[config.mk]
export PLATFORM = sky130hd
export DESIGN_NAME = mem_port_arbiter
export DESIGN_NICKNAME = d
export VERILOG_FILES = /design/src/rtl/mem_port_arbiter.sv
export SDC_FILE = /design/constraint.sdc
export NUM_CORES = 1
export LEC_CHECK = 0
export CAP_MARGIN = 5
export CORE_ASPECT_RATIO = 1.1
export CORE_MARGIN = 2
export CORE_UTILIZATION = 37
export DETAILED_ROUTE_END_ITERATION = 8
export PLACE_DENSITY = 0.85
export SLEW_MARGIN = 30
export SYNTH_ARGS = -nofsm -noshare
export SYNTH_HDL_FRONTEND = slang
export SYNTH_SLANG_ARGS = --single-unit
[constraint.sdc]
create_clock -name clk -period 1.8 [get_ports clk]
set_input_delay 0.18 -clock clk [delete_from_list [all_inputs] [get_ports clk]]
set_output_delay 0.18 -clock clk [all_outputs]
set_load 0.02 [all_outputs]
[src/rtl/mem_port_arbiter.sv]
// Arbitrates a fetch port and a load/store port onto one single-outstanding memory port,
// with starvation protection for fetch and a per-transaction ack timeout.
module mem_port_arbiter #(
  parameter int MAX_WAIT = 4,
  parameter int TIMEOUT  = 16
) (
  input  logic        clk,
  input  logic        rst,
  input  logic        if_req,
  input  logic [31:0] if_addr,
  output logic [31:0] if_rdata,
  output logic        if_valid,
  input  logic        ls_req,
  input  logic        ls_we,
  input  logic [3:0]  ls_mask,
  input  logic [31:0] ls_addr,
  input  logic [31:0] ls_wdata,
  output logic [31:0] ls_rdata,
  output logic        ls_valid,
  output logic        mem_req,
  output logic        mem_we,
  output logic [3:0]  mem_mask,
  output logic [31:0] mem_addr,
  output logic [31:0] mem_wdata,
  input  logic [31:0] mem_rdata,
  input  logic        mem_ack,
  output logic        bus_err,
  output logic        stall
);

  localparam int SW = ($clog2(MAX_WAIT + 1) > 3) ? $clog2(MAX_WAIT + 1) : 3;
  localparam int CW = ($clog2(TIMEOUT) > 1) ? $clog2(TIMEOUT) : 1;

  typedef enum logic [1:0] {IDLE, BUSY_IF, BUSY_LS} state_t;

  state_t        state;
  logic [SW-1:0] streak;
  logic [CW-1:0] cnt;

  logic if_elig;
  logic ls_elig;
  logic bubble;
  logic starve;
  logic grant_ls;
  logic grant_if;
  logic timeout_hit;

  assign if_elig     = if_req & ~if_valid;
  assign ls_elig     = ls_req & ~ls_valid;
  // The IDLE cycle that carries a response pulse is the inter-transaction bubble: nobody is granted.
  assign bubble      = if_valid | ls_valid;
  assign starve      = if_elig & (streak == SW'(MAX_WAIT));
  assign grant_ls    = ~bubble & ls_elig & ~starve;
  assign grant_if    = ~bubble & if_elig & ~grant_ls;
  assign timeout_hit = (cnt == CW'(TIMEOUT - 1));

  assign stall = (ls_req & ~ls_valid) | (if_req & ~if_valid);

  always_ff @(posedge clk or negedge rst) begin
    if (!rst) begin
      state     <= IDLE;
      streak    <= '0;
      cnt       <= '0;
      if_rdata  <= '0;
      if_valid  <= 1'b0;
      ls_rdata  <= '0;
      ls_valid  <= 1'b0;
      mem_req   <= 1'b0;
      mem_we    <= 1'b0;
      mem_mask  <= '0;
      mem_addr  <= '0;
      mem_wdata <= '0;
      bus_err   <= 1'b0;
    end else begin
      if_valid <= 1'b0;
      ls_valid <= 1'b0;
      bus_err  <= 1'b0;
      case (state)
        IDLE: begin
          if (grant_ls) begin
            mem_req   <= 1'b1;
            mem_we    <= ls_we;
            mem_mask  <= ls_mask;
            mem_addr  <= ls_addr;
            mem_wdata <= ls_wdata;
            cnt       <= '0;
            state     <= BUSY_LS;
            if (!if_req)
              streak <= '0;
            else if (streak != SW'(MAX_WAIT))
              streak <= streak + 1'b1;
          end else if (grant_if) begin
            mem_req  <= 1'b1;
            mem_we   <= 1'b0;
            mem_mask <= 4'hF;
            mem_addr <= if_addr;
            cnt      <= '0;
            streak   <= '0;
            state    <= BUSY_IF;
          end
        end
        BUSY_IF, BUSY_LS: begin
          // An ack on the timeout edge still completes the transaction normally.
          if (mem_ack || timeout_hit) begin
            mem_req <= 1'b0;
            bus_err <= ~mem_ack;
            state   <= IDLE;
            if (state == BUSY_IF) begin
              if_valid <= 1'b1;
              if_rdata <= mem_ack ? mem_rdata : '0;
            end else begin
              ls_valid <= 1'b1;
              if (!mem_ack)
                ls_rdata <= '0;
              else if (!mem_we)
                ls_rdata <= mem_rdata;
            end
          end else begin
            cnt <= cnt + 1'b1;
          end
        end
        default: state <= IDLE;
      endcase
    end
  end

endmodule

==> impl_metrics.py, run 1 <==
metrics = {
    "cells_and_area": {
        "area_growth_pct": 66.1,
        "final_nets": 933,
        "instances_no_fill": 1003,
        "fillCellCount": 1220,
        "regArea_um2": 3650,
        "multi_input_area_um2": 2120,
        "n_antenna_cell": 0,
        "drive_above_1_share_pct": 14.7,
    },
    "timing": {
        "max_freq_mhz": 570,
        "setup_viol": 0,
        "finalHoldViolCount": 0,
        "worstMarginPinSlew_ps": 568,
        "relSlewSlack_pct": 62.0,
        "drv_slew": 0,
        "fin_crit_sh_pct": 97.4,
        "period_minus_slack_ps": 1750,
        "setup_slack_ps": 46.3,
        "rsz0062_at_grt": "yes",
        "clock_skew_ps": 7.44,
    },
    "setup_path": {
        "slowest_delay_ps": 400,
        "arrival_ps": 2050,
        "path_cells": "inv_2 > ha_2 > nand3_4 > buf_4 > a211o_1 > buf_12 > o22ai_1 > a21oi_1",
        "startpoint_type": "register",
        "critPathRequiredTime_ps": 2100,
        "critical_path_peak_fanout": 19,
        "critPathSlowestCell": "dfrtp_1",
        "end_kind": "register",
        "critPathKind": "reg2reg",
    },
    "floorplan": {
        "die_y_um": 136,
        "rows": 48,
        "die_area_um2": 17000,
        "core_area_um2": 15700,
        "start_util_pct": 37.6,
        "io_pins": 276,
        "die_w_um": 124,
    },
    "yosys": {
        "synthFlopType": "dfrtp_1",
        "yosysUniqueCellTypes": 39,
        "synth_cells": 497,
        "synth_edf_count": 0,
        "syn_avg_cell_area_um2": 11.9,
        "syn_area_um2": 5900,
        "yosys.area.top_type": "dfrtp_1",
        "synth_nets": 640,
        "yosys.cell_count.top_type": "dfrtp_1",
        "ys_async_sr_fraction_pct": 100,
        "ys_seq_area_share_pct": 61.9,
        "ys_warn_count": 0,
        "yosys-top-cells-area": "dfrtp_1, a22o_1, mux2_2, nand2_1, o21ai_0",
        "ys_seq_elements": 146,
        "synth_top_cell_area_share_pct": 61.9,
        "synth_top_cells_by_count": "dfrtp_1, nand2_1, a22o_1, o21ai_0, mux2_2",
    },
    "min_path": {
        "hold_class": "in2async",
    },
    "power_and_ir_drop": {
        "p_leak_nw": 4.19,
        "power.total_mw": 19.0,
        "peakVddDrop_v": 0.000995,
        "power-per-cell-area_nw_per_um2": 1940,
    },
    "global_routing": {
        "grt_pass1_vias": 5287,
        "antenna_found_initial": 0,
        "grt_max_degree": 54,
        "track_usage_pct": 20.5,
        "grt_pass1_wl_mm": 27.8,
        "overflow": 0,
    },
    "detailed_routing": {
        "firstDrtPassIters": 4,
        "drt-initial-drc-count": 277,
        "avgViaCountPerCell": 5.16,
        "final_antenna_net_count": 0,
        "wl_mm": 17.6,
        "drcViolationCount": 0,
        "wl_per_cell_um": 17.6,
        "num_vias": 5171,
    },
    "clock_tree": {
        "cts_buffers": 17,
        "clock_tree.buffer_depth": 2,
        "clockRootBuffer": "clkbuf_16",
        "ctsHtreeMaxLevel": 4,
        "tritoncts": "built",
        "worstSkewPairLatency_ps": 410,
        "clk_pin_slew_worst_paths_ps": 60,
        "numClockSinks": 146,
    },
    "place": {
        "place_inst": 970,
        "numPortBuffers": 275,
        "pre_cts_ws_ps": -263,
        "gp_congestion": 0.818,
        "dpl.hpwl_mm": 12.8,
    },
    "run": {
        "maxCapViolations": 0,
    },
    "status": {
        "status": "finished clean",
    },
}
[worst paths after layout]
check,start,to,slack [ps],depth (start not counted)
worst max-delay path,streak[0]$_DFFE_PN0P_,mem_addr[8]$_DFFE_PN0P_,50,8
worst min-delay path,rst,mem_wdata[30]$_DFFE_PN0P_,200,2
worst max register to register,streak[0]$_DFFE_PN0P_,mem_addr[8]$_DFFE_PN0P_,50,8
worst min register to register,mem_wdata[0]$_DFFE_PN0P_,mem_wdata[0]$_DFFE_PN0P_,500,1
max in group asynchronous,rst,mem_mask[1]$_DFFE_PN0P_,1010,3
min in group clk,mem_rdata[9],ls_rdata[9]$_DFFE_PN0P_,340,3
[stage by stage]
step / instance area [µm²] / utilization [%] / hold WS [ps] / TNS [ps]
floorplan: 5900 / - / -116 / 0
global placement: 9080 / 57.9 / 60.3 / -4310
detailed placement: 9080 / 57.9 / 62.3 / -7400
CTS: 9730 / 62.1 / 183 / -3.77
global route: 9800 / 62.5 / 196 / -338
finish: 9800 / 62.5 / 199 / 0
[layout by cell type, fill, tap and decap left out, types with 3 or more instances in the layout]
cell type and n:
o22a_1 4, nor2_1 21, inv_1 7, buf_4 24
o22ai_1 14, mux2_2 32, buf_12 8, o22ai_2 6
a22o_1 61, and3_1 3, inv_6 4, a21oi_1 20
a32o_1 4, nand4_1 3, ha_1 3, clkinv_2 4
bufinv_16 4, clkbuf_16 17, nand2_1 69, o21ai_0 36
dfrtp_1 146, nand3_1 5, clkdlybuf4s50_1 272
[sequential cells by signal, summed over array words and instances (netlist names)]
register and flops:
mem_mask 4, ls_rdata 32, bus_err 1, state 2, cnt 4, mem_addr 32
mem_we 1, streak 3, if_valid 1, ls_valid 1, mem_req 1, mem_wdata 32
if_rdata 32
[worst max-delay path, delay by kind of cell (launching register included)]
family	cells	cell delay, ps
adders and majority gates	1	200
AOI/OAI and AO/OA	3	560
and+or+nand+nor	1	90
DFF	1	400
buffers and inverters	3	390
[repair_timing]
action	in CTS	in global routing
buffers inserted	0	0
pin swaps	0	1
hold endpoints to repair	146	0
hold buffers	1	0
setup endpoints to repair	15	89
resized for setup	4	15
[metal layers]
metal | global-route usage (%) | up-vias | wire length (µm)
li1 | - | 2391 | -
met1 | 24.7 | 2546 | 7100
met2 | 34.8 | 205 | 8820
met3 | 6.10 | 29 | 1260
met4 | 7.87 | 0 | 420
met5 | 0 | - | 0
[final cells by class]
class / instances / share of cell area (%)
flip-flops and latches: 146 / 37.3
repair buffers: 309 / 31.8
multi-input cells: 308 / 21.6
clock buffers: 17 / 4.34
well taps: 200 / 2.55
clock inverters: 15 / 2.06
inverters: 8 / 0.307
[logic make-up after synthesis]
kind of cell | share of synthesized area, %
multiplexers | 6.47
AO/OA/AOI/OAI | 18.4
adder cells (fa/ha/maj) | 1.06
flip-flops | 61.9
buffers and inverters | 3.58
AND/OR/NAND/NOR | 8.59
[power breakdown]
part | total (mW) | switching, mW | internal, mW
Combinational | 9.45 | 4.69 | 4.76
Clock | 3.76 | 1.42 | 2.34
Sequential | 5.79 | 0.909 | 4.88
Total | 19.0 | 7.02 | 12.0
Power figures use the tool's default switching activity.
==> run 2: changes to the inputs <==
--- a/config.mk
+++ b/config.mk
@@ -5,10 +5,11 @@
 export SDC_FILE = /design/constraint.sdc
 export NUM_CORES = 1
 export LEC_CHECK = 0
+export ABC_AREA = 1
 export CAP_MARGIN = 5
-export CORE_ASPECT_RATIO = 1.1
+export CORE_ASPECT_RATIO = 0.7
 export CORE_MARGIN = 2
-export CORE_UTILIZATION = 37
+export CORE_UTILIZATION = 38
 export DETAILED_ROUTE_END_ITERATION = 8
 export PLACE_DENSITY = 0.85
 export SLEW_MARGIN = 30
==> impl_metrics.py, run 2 <==
metrics = {
    "place": {
        "gp_congestion": 0.783,
        "dpl.hpwl_mm": 13.1,
        "numPortBuffers": 275,
    },
    "clock_tree": {
        "ctsHtreeMaxLevel": 4,
        "numClockSinks": 146,
        "clock_tree.buffer_depth": 2,
        "worstSkewPairLatency_ps": 410,
        "tritoncts": "built",
        "clk_pin_slew_worst_paths_ps": 60,
        "cts_setup_buffers": 0,
        "clockRootBuffer": "clkbuf_16",
        "cts_buffers": 17,
    },
    "setup_path": {
        "path_buf_inv": 1,
        "cpLargestDelayFamily": "buffers and inverters",
        "critPathKind": "reg2out",
        "reg2reg_slack_ps": 150,
        "slowest_delay_ps": 670,
        "arrival_ps": 1480,
        "cp.depth": 1,
        "critPathRequiredTime_ps": 1620,
        "ff2ff_path_depth": 8,
        "startpoint_type": "register",
        "critPathSlowestCell": "clkdlybuf4s50_1",
        "end_kind": "primary output",
        "path_cells": "clkdlybuf4s50_1",
        "critical_path_peak_fanout": 3,
    },
    "power_and_ir_drop": {
        "power.total_mw": 18.2,
        "peakVddDrop_v": 0.000884,
        "power-per-cell-area_nw_per_um2": 1810,
        "p_leak_nw": 4.83,
    },
    "yosys": {
        "synth_nets": 883,
        "yosysUniqueCellTypes": 26,
        "synth_top_cells_by_count": "nand2_1, dfrtp_1, o21ai_0, nand3_1, o21ai_2",
        "syn_avg_cell_area_um2": 8.53,
        "synth_edf_count": 0,
        "syn_area_um2": 6310,
        "yosys.area.top_type": "dfrtp_1",
        "synth_cells": 740,
        "ys_warn_count": 0,
        "synthFlopType": "dfrtp_1",
        "yosys-top-cells-area": "dfrtp_1, nand2_1, o21ai_0, o21ai_2, nand3_1",
        "ys_async_sr_fraction_pct": 100,
        "ys_seq_area_share_pct": 57.9,
        "ys_seq_elements": 146,
        "yosys.cell_count.top_type": "nand2_1",
        "synth_top_cell_area_share_pct": 57.9,
    },
    "global_routing": {
        "grt_pass1_vias": 5751,
        "overflow": 0,
        "grt_pass1_wl_mm": 28.8,
        "grt_max_degree": 52,
        "track_usage_pct": 20.7,
        "antenna_found_initial": 0,
    },
    "floorplan": {
        "io_pins": 276,
        "die_y_um": 112,
        "rows": 39,
        "core_area_um2": 16300,
        "die_area_um2": 17700,
        "die_w_um": 158,
        "start_util_pct": 38.7,
    },
    "detailed_routing": {
        "drcViolationCount": 0,
        "avgViaCountPerCell": 4.67,
        "num_vias": 5853,
        "wl_mm": 17.9,
        "firstDrtPassIters": 5,
        "final_antenna_net_count": 0,
        "drt-initial-drc-count": 345,
        "wl_per_cell_um": 14.3,
    },
    "timing": {
        "period_minus_slack_ps": 1660,
        "setup_tns_ps": 0,
        "setup_viol": 0,
        "clock_skew_ps": 7.57,
        "fin_crit_sh_pct": 92.3,
        "max_freq_mhz": 602,
        "rsz0062_at_grt": "no",
        "drv_slew": 0,
        "finalHoldViolCount": 0,
        "worstMarginPinSlew_ps": 505,
        "relSlewSlack_pct": 66.3,
    },
    "cells_and_area": {
        "layout_commonest_cell": "nand2_1",
        "layout_common_cells": "nand2_1, clkdlybuf4s50_1, dfrtp_1",
        "final_nets": 1159,
        "drive_above_1_share_pct": 8.94,
        "fillCellCount": 1377,
        "area_growth_pct": 58.7,
        "n_antenna_cell": 0,
    },
    "min_path": {
        "hold_class": "in2async",
    },
    "status": {
        "status": "finished clean",
    },
    "run": {
        "maxCapViolations": 0,
    },
}
-- run 2: cell types whose count changed after synthesis, sizes merged, moves of 20 or more --
cell   previous run  this run
o21ai            37        69
nand3             6        39
o22ai            20         0
mux2             33         0
nand2            70       405
a22o             61         0
-- run 2: cell families after synthesis --
logic type               share of synthesized area, %
AND/OR/NAND/NOR                                  28.7
flip-flops                                       57.9
AO/OA/AOI/OAI                                    7.25
buffers and inverters                            5.07
adder cells (fa/ha/maj)                         0.991
XOR/XNOR                                        0.139
-- run 2: path summary, 6_finish.rpt --
check	from	endpoint
max	mem_we$_DFFE_PN0P_	mem_we
min	rst	mem_wdata[23]$_DFFE_PN0P_
max reg2reg	state[1]$_DFFE_PN0P_	if_rdata[17]$_DFFE_PN0P_
min reg2reg	mem_wdata[2]$_DFFE_PN0P_	mem_wdata[2]$_DFFE_PN0P_
max in group asynchronous	rst	if_rdata[16]$_DFFE_PN0P_
min in group clk	ls_wdata[5]	mem_wdata[5]$_DFFE_PN0P_
-- run 2: final cells by class --
cell class                      count  area (µm²)  share of cell area (%)
Clock buffer                       19         443                    4.42
Inverter                           16        61.3                   0.612
Tap cell                          225         282                    2.81
Sequential cell                   146        3650                    36.5
Multi-Input combinational cell    537        2340                    23.4
Clock inverter                     13         173                    1.72
Timing Repair Buffer              298        3070                    30.6
-- run 2: metal layers --
layer  track usage [%]  vias up  share of wire (%)
met3              7.71       16                8.2
li1                  -     2879                  -
met4              5.95        0                1.2
met1              25.7     2739                 44
met2              33.9      219                 46
met5                 0        -                  0
-- run 2: per-stage QoR --
step	cells	worst slack (ps)	cell area (µm²)	hold WS [ps]	utilization [%]
5_1_grt	1254	22.8	10000	292	61.5
2_1_floorplan	740	344	6310	-116	-
3_5_place_dp	1221	14.2	9390	171	57.6
4_1_cts	1254	108	10000	282	61.5
6_report	1254	139	10000	303	61.5
3_3_place_gp	1221	45.4	9390	168	57.6
-- run 2: report_power, final --
group / leakage [nW] / internal (mW) / switching (mW) / total (mW)
logic: 2.67 / 3.98 / 4.91 / 8.89
registers: 1.87 / 4.76 / 0.837 / 5.60
clock network: 0.288 / 2.24 / 1.43 / 3.67
-- run 2: what timing repair did --
action,in CTS,in global routing
hold buffers,1,0
hold endpoints to repair,47,0
endpoints found under the setup margin,1,1
gates resized for setup,1,1
==> run 3: changes to the inputs <==
--- a/config.mk
+++ b/config.mk
@@ -10,6 +10,7 @@
 export CORE_ASPECT_RATIO = 0.7
 export CORE_MARGIN = 2
 export CORE_UTILIZATION = 38
+export CTS_CLUSTER_DIAMETER = 50
 export DETAILED_ROUTE_END_ITERATION = 8
 export PLACE_DENSITY = 0.85
 export SLEW_MARGIN = 30
==> results of run 3 <==
No change in the layout: final DEF, timing and power equal those of run 2.
